$ cat src/rtl/verificador_funcion.sv
// Sequences all eight {a,b,c} vectors into a combinational function and compares z against EXPECTED.
// Optional STOP_ON_FAIL_EN: abort the sweep at the first mismatching vector.
//
// state | meaning
// IDLE  | waiting for start; results and last vector held
// APPLY | vector on {a,b,c}, settle counter running, z sampled when it reaches 0
// DONE  | one-cycle done pulse, results final
module verificador_funcion #(
    parameter logic [7:0]  EXPECTED = 8'h5C,
    parameter int unsigned SETTLE   = 2
) (
    input  logic       clk,
    input  logic       rst_n,
    input  logic       start,
    input  logic       z,
    output logic       a,
    output logic       b,
    output logic       c,
    output logic       busy,
    output logic       done,
    output logic       pass,
    output logic [7:0] observed,
    output logic [3:0] fail_cnt,
    output logic [2:0] fail_idx
);

    typedef enum logic [1:0] {
        IDLE  = 2'd0,
        APPLY = 2'd1,
        DONE  = 2'd2
    } state_t;

    localparam logic [3:0] SETTLE_LD = 4'(SETTLE);
    localparam logic [3:0] FAIL_MAX  = 4'd8;

    state_t     state_q, state_d;
    logic [2:0] idx_q, idx_d;
    logic [3:0] settle_q, settle_d;
    logic       busy_q, busy_d;
    logic       done_q, done_d;
    logic       pass_q, pass_d;
    logic [7:0] observed_q, observed_d;
    logic [3:0] fail_cnt_q, fail_cnt_d;
    logic [2:0] fail_idx_q, fail_idx_d;

    logic       mismatch;
    logic       stop;

    always_comb begin
        state_d    = state_q;
        idx_d      = idx_q;
        settle_d   = settle_q;
        busy_d     = busy_q;
        done_d     = 1'b0;
        pass_d     = pass_q;
        observed_d = observed_q;
        fail_cnt_d = fail_cnt_q;
        fail_idx_d = fail_idx_q;
        mismatch   = 1'b0;
        stop       = 1'b0;

        case (state_q)
            IDLE: begin
                if (start) begin
                    idx_d      = 3'd0;
                    observed_d = 8'h00;
                    fail_cnt_d = 4'd0;
                    fail_idx_d = 3'd0;
                    pass_d     = 1'b0;
                    settle_d   = SETTLE_LD;
                    busy_d     = 1'b1;
                    state_d    = APPLY;
                end
            end

            APPLY: begin
                if (settle_q != 4'd0) begin
                    settle_d = settle_q - 4'd1;
                end else begin
                    observed_d[idx_q] = z;
                    mismatch          = (z != EXPECTED[idx_q]);
                    if (mismatch) begin
                        if (fail_cnt_q == 4'd0) begin
                            fail_idx_d = idx_q;
                        end
                        if (fail_cnt_q != FAIL_MAX) begin
                            fail_cnt_d = fail_cnt_q + 4'd1;
                        end
                    end
                    stop = (idx_q == 3'd7);
`ifdef STOP_ON_FAIL_EN
                    if (mismatch) begin
                        stop = 1'b1;
                    end
`endif
                    if (stop) begin
                        // pass is resolved from the updated count so it is valid alongside done
                        state_d = DONE;
                        busy_d  = 1'b0;
                        done_d  = 1'b1;
                        pass_d  = (fail_cnt_d == 4'd0);
                    end else begin
                        idx_d    = idx_q + 3'd1;
                        settle_d = SETTLE_LD;
                    end
                end
            end

            DONE: begin
                state_d = IDLE;
            end

            default: begin
                state_d = IDLE;
                busy_d  = 1'b0;
            end
        endcase
    end

    always_ff @(posedge clk or negedge rst_n) begin
        if (!rst_n) begin
            state_q    <= IDLE;
            idx_q      <= 3'd0;
            settle_q   <= 4'd0;
            busy_q     <= 1'b0;
            done_q     <= 1'b0;
            pass_q     <= 1'b0;
            observed_q <= 8'h00;
            fail_cnt_q <= 4'd0;
            fail_idx_q <= 3'd0;
        end else begin
            state_q    <= state_d;
            idx_q      <= idx_d;
            settle_q   <= settle_d;
            busy_q     <= busy_d;
            done_q     <= done_d;
            pass_q     <= pass_d;
            observed_q <= observed_d;
            fail_cnt_q <= fail_cnt_d;
            fail_idx_q <= fail_idx_d;
        end
    end

    // the index register is the applied vector, index = {a,b,c}
    assign a        = idx_q[2];
    assign b        = idx_q[1];
    assign c        = idx_q[0];
    assign busy     = busy_q;
    assign done     = done_q;
    assign pass     = pass_q;
    assign observed = observed_q;
    assign fail_cnt = fail_cnt_q;
    assign fail_idx = fail_idx_q;

endmodule

$ cat config.mk
export PLATFORM = sky130hd
export DESIGN_NAME = verificador_funcion
export DESIGN_NICKNAME = d
export VERILOG_FILES = /design/src/rtl/verificador_funcion.sv
export SDC_FILE = /design/constraint.sdc
export NUM_CORES = 1
export LEC_CHECK = 0
export ABC_AREA = 1
export BUFFER_PORTS_ARGS = -buffer_cell sky130_fd_sc_hd__buf_4
export CORE_ASPECT_RATIO = 2
export CORE_MARGIN = 5
export CORE_UTILIZATION = 50
export DETAILED_ROUTE_END_ITERATION = 10
export HOLD_SLACK_MARGIN = 0.03
export PLACE_DENSITY = 0.69
export REMOVE_ABC_BUFFERS = 1
export SETUP_SLACK_MARGIN = 0.05
export SYNTH_ARGS = -nofsm -noshare
export SYNTH_HDL_FRONTEND = slang
export SYNTH_SLANG_ARGS = --single-unit
$ cat constraint.sdc
create_clock -name clk -period 2.9 [get_ports clk]
set_input_delay 0.58 -clock clk [delete_from_list [all_inputs] [get_ports clk]]
set_output_delay 0.58 -clock clk [all_outputs]
set_load 0.01 [all_outputs]
# After elaboration in Yosys (flattened, before gate mapping)
# Memories as Yosys holds them, arrays and structs flattened.
# Index checks and enable logic that the tools add are counted.
[op_classes] eq_ne=12 mux=41 reduce_logical=13 addsub=3 n_lt_le_gt_ge=2 n_bitwise=1
[op_table] op="$mux 4" count=9
[op_table] op="$mux 3" count=6
[op_table] op="$mux 8" count=2
[op_table] op="$pmux 4 s2" count=2
[op_table] op="$pmux 8 s2" count=1
[op_table] op="$ne 2x2->1 const B" count=6
[op_table] op="$pmux 3 s2" count=2
[op_table] op="$reduce_and 4->1" count=3
[op_table] op="$mux 1" count=11
[op_table] op="$reduce_and 3->1" count=3
[op_table] op="$bwmux 8" count=1
[op_table] op="$logic_not 4->1" count=2
[op_table] op="$mux 2" count=3
[op_table] op="$reduce_and 5->1" count=1
[op_table] op="$add 4x1->4 const B" count=1
[op_table] op="$lt 3x4->1 const B" count=1
[op_table] op="$ne 4x4->1 const B" count=1
[op_table] op="$pmux 2 s2" count=1
[op_table] op="$reduce_bool 4->1" count=1
[op_table] op="$sub 4x1->4 const B" count=1
[op_table] op="$add 3x1->3 const B" count=1
[op_table] op="$demux 1 s3" count=1
[op_table] op="$eq 3x3->1 const B" count=1
[op_table] op="$ge 3x1->1 const B" count=1
[op_table] op="10 further kinds" count=10
[word_totals] register_bits=27 rom_bits=8 inputBits=4 memories=1
[mem_list] memory="(name not given)" words=8 word_bits=1 rd=1 rd_clocked_by_memory_dff=0 write_ports=0 line="81" text="mismatch = (z != EXPECTED[idx_q]);"

# Logic depth before layout (Yosys ltp)
# Gate-level depths: netlist of run 1.
[depth] depth_word=10 depth_mapped=11 depth_no_buf=11

# Worst setup path before layout of run 1
# Ideal clock, no wire load.
[synth_path] kind="reg-to-reg" from="register settle_q[0]" to="register fail_idx_q[0] (netlist: fail_idx[0])" stages_incl_launch_ff=12 setup_ns=0.117 arrival_ns=1.436 path_slack_ns=1.348 synth_period_minus_slack_ns=1.552 path_cell_list="dfrtp_1 -> inv_1 -> ha_1 -> nand3_2 -> nand2_8 -> nand2_2 -> nand2_2 -> buf_6 -> buf_6 -> nand2_4 -> nand2_1 -> nand2_1"
[synth_between] elab_chain_len=3
[synth_lines] item="from (decl)" line="38" text="logic [3:0] settle_q, settle_d;"
[synth_lines] item="from (signal assigned)" line="134" text="settle_q <= settle_d;"
[synth_lines] item="$reduce_bool 4->1" line="77" text="if (settle_q != 4'd0) begin"
[synth_lines] item="$ne 2x2->1 (no line)"
[synth_lines] item="$reduce_and 5->1 (no line)"
[synth_lines] item="to (signal assigned)" line="140" text="fail_idx_q <= fail_idx_d;"
[synth_lines] item="to (decl)" line="44" text="logic [2:0] fail_idx_q, fail_idx_d;"
# Every way passes these cells.
# A chain may end at the register's enable or synchronous reset.

# Final worst setup path of run 1
[layout_path] from="register settle_q[0]" to="register settle_q[2]"
[layout_between] elab_chain_len=3
[layout_lines] item="$sub 4x1->4 / $reduce_bool 4->1 (equally long branches)" line="78, 77"
[layout_lines] item="$mux 4 / $ne 3x3->1 (equally long branches)"
[layout_lines] item="$pmux 4 s2 / $reduce_and 3->1 (equally long branches)"
# Several ways; a longest one is shown, not always the timed one.

==> flow_metrics.py, run 1 <==
metrics = {
    "outcome": {
        "status": "finished, final reports clean",
    },
    "cts": {
        "cts_sinks": 27,
        "postCtsResizedCells": 0,
        "post_cts_buffers": 0,
        "htreeDepth": 1,
        "root_buffer": "clkbuf_8",
        "clk_path_buf_depth": 2,
        "hold_buffers": 0,
        "cts_buffers": 3,
        "clock_latency_ps": 270,
        "path_clk_slew_ps": 90,
        "cts_tree": "done",
    },
    "cells_and_area": {
        "num-nets-final": 229,
        "drive_gt1_share_pct": 22.0,
        "finalNonFillerCells": 249,
        "layout_common_cells": "nand2_1, dfrtp_1, buf_4",
        "final_common_cell": "nand2_1",
        "area.growth.synth_to_final_pct": 15.0,
        "diodes": 0,
    },
    "floorplanning": {
        "pin_count": 25,
        "start_util_pct": 50.6,
        "die_h_um": 89.5,
        "core_um2": 3120,
        "die_w_um": 49.8,
        "dieArea_um2": 4450,
        "rows": 29,
    },
    "setup_path": {
        "r2r_slack_ps": 980,
        "crit_family": "simple AND/OR/NAND/NOR gates",
        "critPathBufInv": 1,
        "cp_slowest_cell": "dfrtp_1",
        "crit_fanout": 20,
        "path_common_cell": "nand2_2",
        "worstPathCellList": "inv_1 -> ha_1 -> nand3_2 -> nand2_8 -> nand2_2 -> nand2_2 -> o21ai_2 -> nand2_2 -> o21ai_1",
        "worstPathArrival_ps": 2080,
        "r2r_cells": 9,
        "start_kind": "flop",
        "crit_type": "reg -> reg",
        "cp_data_required_time_ps": 3060,
        "reg2reg_to": "settle_q[2]$_DFFE_PN0P_",
        "cp_slowest_stage_delay_ps": 400,
        "regToRegStartpoint": "settle_q[0]$_DFFE_PN0P_",
        "worstSetupEndpointType": "flop",
    },
    "place": {
        "globalplace.congestion": 0.853,
        "io_buffers": 24,
        "dp_cells": 245,
        "hpwlAfterDp_um": 2620,
    },
    "detailed_routing": {
        "post-route-drc-count": 0,
        "drt-vias-per-instance": 5.52,
        "post_drt_wl_per_cell_um": 13.5,
        "dr.pass1.iters": 4,
        "num_vias": 1374,
        "postRouteAntennaNets": 0,
        "routed_wl_um": 3370,
        "drt_iter0_markers": 42,
    },
    "synthesis": {
        "synth_seq_cells": 27,
        "yosysTopAreaCell": "dfrtp_1",
        "netlist_area_um2": 1580,
        "synth_top_area_share_pct": 42.8,
        "yosysSeqAreaShare_pct": 42.8,
        "yosysUniqueCellTypes": 25,
        "yosys-top-cells-area": "dfrtp_1, nand2_1, nand3_1",
        "synth_area_per_cell_um2": 8.19,
        "yosysWarnings": 0,
        "syn_inst": 193,
    },
    "pwr": {
        "power_density_nw_per_um2": 1040,
        "design_power_total_uw": 1880,
        "peakVddDrop_mv": 0.563,
        "p_leak_uw": 0.000911,
    },
    "sta": {
        "min_period_ps": 1920,
        "fin_setup_tns_ps": 0,
        "tightest_slew_ps": 421,
        "maxSlewViolCount": 0,
        "fin_crit_sh_pct": 66.1,
        "fmax_ghz": 0.521,
        "setup_viol": 0,
        "skew_ps": 3.07,
        "rsz0062_at_grt": "no",
        "slew_headroom_pct": 71.8,
        "hold_viol": 0,
    },
    "run": {
        "max-cap-violations": 0,
    },
    "global_routing": {
        "grt_pass1_wl_um": 6060,
        "grt_pass1_vias": 1415,
        "track_usage_pct": 16.7,
        "grt_max_degree": 28,
        "grt-ovfl-total": 0,
        "grt_antenna_before_repair": 0,
    },
    "worst_hold_path": {
        "min_path_type": "in -> async",
    },
}
## synth_stat cells
cell type,instances
inv_8,1
nand2_4,4
o21ai_1,13
inv_2,3
nand3_2,2
o21ai_0,12
o221ai_1,1
nor2_1,12
clkinv_1,1
nand2_8,1
xor2_1,2
dfrtp_1,27
ha_1,6
nand3_1,22
nand2_1,43
inv_1,21
nand3_4,2
clkbuf_1,1
buf_6,2
nand2_2,5
o22ai_2,1
nand4_1,2
and2_1,1
o21ai_2,2
nor3_1,6
## per-stage QoR
stage          area [um2]  hold WS [ps]  util [%]  setup WS, ps
6_report             1820           201      58.3           982
3_5_place_dp         1770           473      56.8           984
3_3_place_gp         1770           457      56.8          1100
2_1_floorplan        1550           284         -          1250
5_1_grt              1820           231      58.3           794
4_1_cts              1820           221      58.3           971
## cells by family (layout without fill, tap and decap cells)
| family | after synthesis | after routing | share of synthesized area (%) |
|---|---|---|---|
| AO/OA/AOI/OAI | 29 | 29 | 10.4 |
| XOR/XNOR | 2 | 2 | 1.11 |
| adder cells (fa/ha/maj) | 6 | 6 | 4.75 |
| buffers and inverters | 29 | 54 | 8.31 |
| flip-flops | 27 | 27 | 42.8 |
| AND/OR/NAND/NOR | 100 | 100 | 32.7 |
## worst register-to-register path, cell delays in order (launching register included)
cell     delay, ps
dfrtp_1        400
inv_1          120
ha_1           180
nand3_2        180
nand2_8        140
nand2_2         70
nand2_2        330
o21ai_2        200
nand2_2        130
o21ai_1         70
## flip-flops by register name, summed over array words and instances, names as in the netlist
signal    flops
observed      8
busy          1
done          1
idx_q         3
state_q       2
fail_cnt      4
settle_q      4
pass          1
fail_idx      3
## metal layers
layer  share of wire (%)  wire, um  track usage [%]
met1                  40      1360             19.3
met2                  54      1820             29.7
met3                 3.9       132             3.17
met4                 1.7        58             6.68
met5                   0         0                0
## final cells by class
cell class / count / area [um2]
Sequential cell: 27 / 676
Fill cell: 295 / 1300
Multi-Input combinational cell: 137 / 773
Clock buffer: 4 / 45.0
Inverter: 26 / 105
Tap cell: 31 / 38.8
Timing Repair Buffer: 24 / 180
## worst max-delay path by stage
stage / from / to / slack, ps / cells past startpoint
6_report: settle_q[0]$_DFFE_PN0P_ / settle_q[2]$_DFFE_PN0P_ / 980 / 9
2_1_floorplan: settle_q[0]$_DFFE_PN0P_ / settle_q[3]$_DFFE_PN0P_ / 1250 / 9
3_5_place_dp: settle_q[0]$_DFFE_PN0P_ / settle_q[2]$_DFFE_PN0P_ / 980 / 9
4_1_cts: settle_q[0]$_DFFE_PN0P_ / settle_q[2]$_DFFE_PN0P_ / 970 / 9
3_3_place_gp: settle_q[0]$_DFFE_PN0P_ / settle_q[3]$_DFFE_PN0P_ / 1100 / 9
5_1_grt: settle_q[0]$_DFFE_PN0P_ / settle_q[2]$_DFFE_PN0P_ / 790 / 9
## power breakdown
group	switching (uW)	internal [uW]	leakage, uW
logic	633	390	0.000538
clock network	114	98.3	0.0000228
registers	136	512	0.000350
total	883	1000	0.000911
No activity file was read; power rests on OpenSTA's default activity.
==> run 2, diff against run 1 <==
Clock period 2.9 ns to 1.81 ns, I/O delays scaled along.
==> run 2 against run 1 <==
Cell count rose by 1.6%. Routed wire length rose by 2.2%. Utilization rose by 1.9 points. Worst setup slack got worse by 820 ps. Clock skew barely moved. Clock power rose by 54%. Clock-buffer cell count did not move. Non-clock buffer count rose by 4. Worst hold slack improved by 240 ps.
==> flow_metrics.py, run 2 (same netlist as run 1, synthesis figures left out) <==
metrics = {
    "detailed_routing": {
        "drt_iter0_markers": 40,
        "num_vias": 1363,
        "post_drt_wl_per_cell_um": 13.6,
        "routed_wl_um": 3450,
        "postRouteAntennaNets": 0,
        "drt-vias-per-instance": 5.39,
        "post-route-drc-count": 0,
        "dr.pass1.iters": 5,
    },
    "pwr": {
        "peakVddDrop_mv": 1.16,
        "power_density_nw_per_um2": 1680,
        "design_power_total_uw": 3150,
        "p_leak_uw": 0.000924,
    },
    "sta": {
        "tightest_slew_ps": 378,
        "timing.final.ws_setup_ps": 164,
        "fin_crit_sh_pct": 91.0,
        "fmax_ghz": 0.607,
        "rsz0062_at_grt": "no",
        "fin_setup_tns_ps": 0,
        "slew_headroom_pct": 74.8,
        "hold_viol": 0,
        "maxSlewViolCount": 0,
        "min_period_ps": 1650,
        "skew_ps": 3.03,
        "setup_viol": 0,
    },
    "cts": {
        "cts_sinks": 27,
        "htreeDepth": 1,
        "clk_path_buf_depth": 2,
        "clock_latency_ps": 260,
        "post_cts_buffers": 0,
        "cts_buffers": 3,
        "path_clk_slew_ps": 90,
        "root_buffer": "clkbuf_8",
        "cts_tree": "done",
    },
    "cells_and_area": {
        "area.growth.synth_to_final_pct": 18.8,
        "final_common_cell": "nand2_1",
        "drive_gt1_share_pct": 24.3,
        "num-nets-final": 233,
        "fillerInstances": 289,
        "largest_register_ffs": 8,
        "final_area_um2": 1880,
        "diodes": 0,
        "layout_common_cells": "nand2_1, dfrtp_1, buf_4",
    },
    "worst_hold_path": {
        "min_path_type": "in -> reg",
        "worstHoldStart": "start",
        "worstHoldEndpoint": "busy$_DFFE_PN0P_",
        "hold_path_depth": 3,
    },
    "global_routing": {
        "grt-ovfl-total": 0,
        "track_usage_pct": 17.3,
        "grt_pass1_vias": 1461,
        "grt_antenna_before_repair": 0,
        "grt_max_degree": 28,
        "grt_pass1_wl_um": 6270,
    },
    "setup_path": {
        "cp_data_required_time_ps": 2020,
        "r2r_slack_ps": 160,
        "regToRegStartpoint": "idx_q[2]$_DFFE_PN0P_",
        "crit_type": "reg -> reg",
        "reg2reg_to": "pass$_DFFE_PN0P_",
        "worstSetupEndpointType": "flop",
        "crit_fanout": 8,
        "r2r_cells": 7,
        "worstPathArrival_ps": 1850,
        "start_kind": "flop",
    },
    "outcome": {
        "status": "finished, final reports clean",
    },
    "floorplanning": {
        "dieArea_um2": 4450,
        "die_w_um": 49.8,
        "pin_count": 25,
        "rows": 29,
        "core_um2": 3120,
        "start_util_pct": 50.6,
        "die_h_um": 89.5,
    },
    "place": {
        "placed_cell_area_um2": 1810,
        "globalplace.congestion": 0.977,
        "dp_worst_setup_slack_ps": 131,
        "io_buffers": 24,
        "hpwlAfterDp_um": 2730,
    },
    "run": {
        "max-cap-violations": 0,
    },
}
## run 2: cell types whose count changed in the layout (fill, tap and decap cells not counted)
cell           before  now
ha_2                0    1
clkinvlp_4          0    1
nand3_4             2    3
inv_2               3    4
inv_1              21   19
buf_4              24   26
nand3_2             2    1
buf_12              0    1
ha_1                6    5
dlygate4sd3_1       0    1
## run 2: how the worst max path moves through the flow
stage / slack, ps / startpoint / endpoint / depth (start not counted)
CTS: 110 / settle_q[0]$_DFFE_PN0P_ / observed[3]$_DFFE_PN0P_ / 10
detailed placement: 130 / settle_q[0]$_DFFE_PN0P_ / observed[3]$_DFFE_PN0P_ / 10
finish: 160 / idx_q[2]$_DFFE_PN0P_ / pass$_DFFE_PN0P_ / 7
floorplan: 160 / settle_q[0]$_DFFE_PN0P_ / settle_q[3]$_DFFE_PN0P_ / 9
global placement: 230 / settle_q[0]$_DFFE_PN0P_ / observed[7]$_DFFE_PN0P_ / 10
global route: 50 / idx_q[2]$_DFFE_PN0P_ / pass$_DFFE_PN0P_ / 7
## run 2: final cells by class
| type | count | area (um2) | share of cell area (%) |
|---|---|---|---|
| Multi-Input combinational cell | 137 | 783 | 41.7 |
| Sequential cell | 27 | 676 | 36.0 |
| Timing Repair Buffer | 28 | 225 | 12.0 |
| Inverter | 26 | 109 | 5.80 |
| Clock buffer | 4 | 45.0 | 2.40 |
| Tap cell | 31 | 38.8 | 2.07 |
## run 2: where the power goes
part	internal, uW	total (uW)	switching, uW
Sequential	821	1010	185
Clock	157	328	171
Combinational	724	1810	1090
Total	1700	3150	1450
## run 2: critical path, cell delays in order, from the launching register on
cell and delay [ps]:
dfrtp_1 580, ha_1 290, inv_1 100, nor3_1 310
nand3_1 120, nor2_1 90, nand2_1 60, nand2_1 50
## run 2: metrics by stage
| stage | hold slack [ps] | cells | util [%] |
|---|---|---|---|
| after floorplan | 66.4 | 190 | - |
| after global placement | 286 | 248 | 57.9 |
| after detailed placement | 296 | 248 | 57.9 |
| after CTS | 431 | 253 | 59.7 |
| after global routing | 451 | 253 | 60.1 |
| final | 442 | 253 | 60.1 |
## run 2: what timing repair did
action,in CTS,in global routing
hold buffers,1,0
resized for setup,0,4
setup endpoints to repair,0,8
hold endpoints to repair,27,0
## run 2: per-layer routing
metal	GRT usage (%)	vias to the layer above	wire length (um)	share of wire [%]
li1	-	690	-	-
met1	19.4	636	1340	39
met2	32.1	29	1920	56
met3	3.01	8	125	3.6
met4	5.73	0	62	1.8
met5	0	-	0	0
==> run 3, diff against run 2 <==
Settings changed: CORE_UTILIZATION 50 to 56, PLACE_DENSITY 0.69 to 0.76.
==> run 3 against run 2 <==
Global-route usage is 2.1 points higher. Largest cell class unchanged. Die area decreased by 9.1%. Critical endpoint is now fail_idx[2]$_DFFE_PN0P_. Clock power increased by 2%. Non-clock buffer count is 2 higher. Flip-flop and latch count did not move. Maximum frequency is 1.0% higher.
==> flow_metrics.py, run 3 (same netlist as run 1, synthesis figures left out) <==
metrics = {
    "outcome": {
        "status": "finished, final reports clean",
    },
    "global_routing": {
        "grt_max_degree": 28,
        "grt_pass1_vias": 1392,
        "track_usage_pct": 19.3,
        "grt_antenna_before_repair": 0,
        "grt_pass1_wl_um": 5880,
        "grt-ovfl-total": 0,
    },
    "sta": {
        "maxSlewViolCount": 0,
        "tightest_slew_ps": 376,
        "fin_crit_sh_pct": 90.0,
        "slew_headroom_pct": 74.9,
        "fmax_ghz": 0.614,
        "setup_viol": 0,
        "fin_setup_tns_ps": 0,
        "rsz0062_at_grt": "yes",
        "hold_viol": 0,
        "skew_ps": 2.67,
        "min_period_ps": 1630,
    },
    "cells_and_area": {
        "area.growth.synth_to_final_pct": 19.6,
        "final_common_cell": "nand2_1",
        "seqCellArea_um2": 676,
        "drive_gt1_share_pct": 24.6,
        "finalNonFillerCells": 253,
        "multi_input_area_um2": 800,
        "largest_register_ffs": 8,
        "num-nets-final": 235,
        "diodes": 0,
        "fillerInstances": 219,
        "layout_common_cells": "nand2_1, buf_4, dfrtp_1",
    },
    "pwr": {
        "power_density_nw_per_um2": 1670,
        "p_sw_share_pct": 46.2,
        "p_leak_uw": 0.000946,
        "p_clk_share_pct": 10.6,
        "netSwitchingPower_uw": 1460,
        "pwr-share-comb_pct": 57.4,
        "design_power_total_uw": 3160,
        "peakVddDrop_mv": 1.19,
        "power_frac_seq_pct": 32.0,
        "internal_power_uw": 1700,
    },
    "setup_path": {
        "crit_path_end": "fail_idx[2]$_DFFE_PN0P_",
        "worstSetupEndpointType": "flop",
        "worstPathArrival_ps": 1800,
        "cp_data_required_time_ps": 1980,
        "r2r_cells": 10,
        "crit_type": "reg -> reg",
        "reg2reg_to": "fail_idx[2]$_DFFE_PN0P_",
        "regToRegStartpoint": "settle_q[0]$_DFFE_PN0P_",
        "crit_fanout": 17,
        "critPathLaunch": "settle_q[0]$_DFFE_PN0P_",
        "start_kind": "flop",
        "r2r_slack_ps": 180,
    },
    "run": {
        "max-cap-violations": 0,
    },
    "floorplanning": {
        "start_util_pct": 57.8,
        "die_h_um": 85.1,
        "dieArea_um2": 4050,
        "core_um2": 2740,
        "die_w_um": 47.6,
        "rows": 27,
        "pin_count": 25,
    },
    "detailed_routing": {
        "post_drt_wl_per_cell_um": 13.3,
        "drt-vias-per-instance": 5.36,
        "routed_wl_um": 3360,
        "drt_iter0_markers": 22,
        "post-route-drc-count": 0,
        "dr.pass1.iters": 4,
        "num_vias": 1357,
        "postRouteAntennaNets": 0,
    },
    "cts": {
        "cts_tree": "done",
        "post_cts_buffers": 0,
        "path_clk_slew_ps": 90,
        "root_buffer": "clkbuf_8",
        "cts_buffers": 3,
        "clock_latency_ps": 270,
        "htreeDepth": 1,
        "clk_path_buf_depth": 2,
        "cts_sinks": 27,
    },
    "worst_hold_path": {
        "hold_path_depth": 3,
        "min_path_type": "in -> reg",
    },
    "place": {
        "dp_cells": 248,
        "hpwlAfterDp_um": 2640,
        "io_buffers": 24,
        "globalplace.congestion": 0.953,
    },
}
[run 3: metrics by stage]
stage / hold WS [ps] / instance area, um2 / setup slack, ps / util, %
2_1_floorplan: 66.4 / 1550 / 156 / -
3_3_place_gp: 287 / 1810 / 149 / 66.1
3_5_place_dp: 292 / 1810 / 49.5 / 66.1
4_1_cts: 439 / 1870 / 142 / 68.3
5_1_grt: 460 / 1890 / 29.4 / 69.1
6_report: 453 / 1890 / 180 / 69.1
[run 3: worst min-delay path by stage]
stage | startpoint | end | slack, ps
final | z | observed[1]$_DFFE_PN0P_ | 450
after global routing | z | observed[6]$_DFFE_PN0P_ | 460
after CTS | z | observed[1]$_DFFE_PN0P_ | 440
after detailed placement | rst_n | fail_cnt[3]$_DFFE_PN0P_ | 290
after global placement | rst_n | fail_cnt[3]$_DFFE_PN0P_ | 290
after floorplan | rst_n | busy$_DFFE_PN0P_ | 70
[run 3: routing by layer]
layer  GRT usage [%]  wire [um]
met5               0          0
met4            11.8        121
met3            2.76        147
met2            31.5       1800
met1            22.3       1290
[run 3: critical path: stages (launching register included)]
cell	delay [ps]
dfrtp_1	400
inv_1	130
ha_1	200
nand3_2	140
nand2_8	120
nand2_2	110
nand2_8	140
buf_4	140
nand2_4	50
nand2_1	60
nand2_1	50
[run 3: power groups by stage]
stage               sequential (uW)  combinational (uW)  clock (uW)
floorplan                      1080                1080           0
global placement               1010                1710           0
detailed placement             1020                1770           0
CTS                            1010                1790         349
global route                   1040                2040         374
finish                         1010                1810         333
[run 3: cell type report]
| cell class | count | area share, % |
|---|---|---|
| well taps | 29 | 1.92 |
| inverters | 26 | 5.56 |
| multi-input cells | 137 | 42.3 |
| repair buffers | 30 | 12.0 |
| flip-flops and latches | 27 | 35.7 |
| clock inverters | 1 | 0.265 |
| clock buffers | 3 | 2.18 |
[run 3: what timing repair did]
action / 4_1_cts / 5_1_grt
resized for setup: 1 / 3
endpoints found under the setup margin: 4 / 15
hold buffers: 1 / 0
endpoints found under the hold margin: 27 / 0
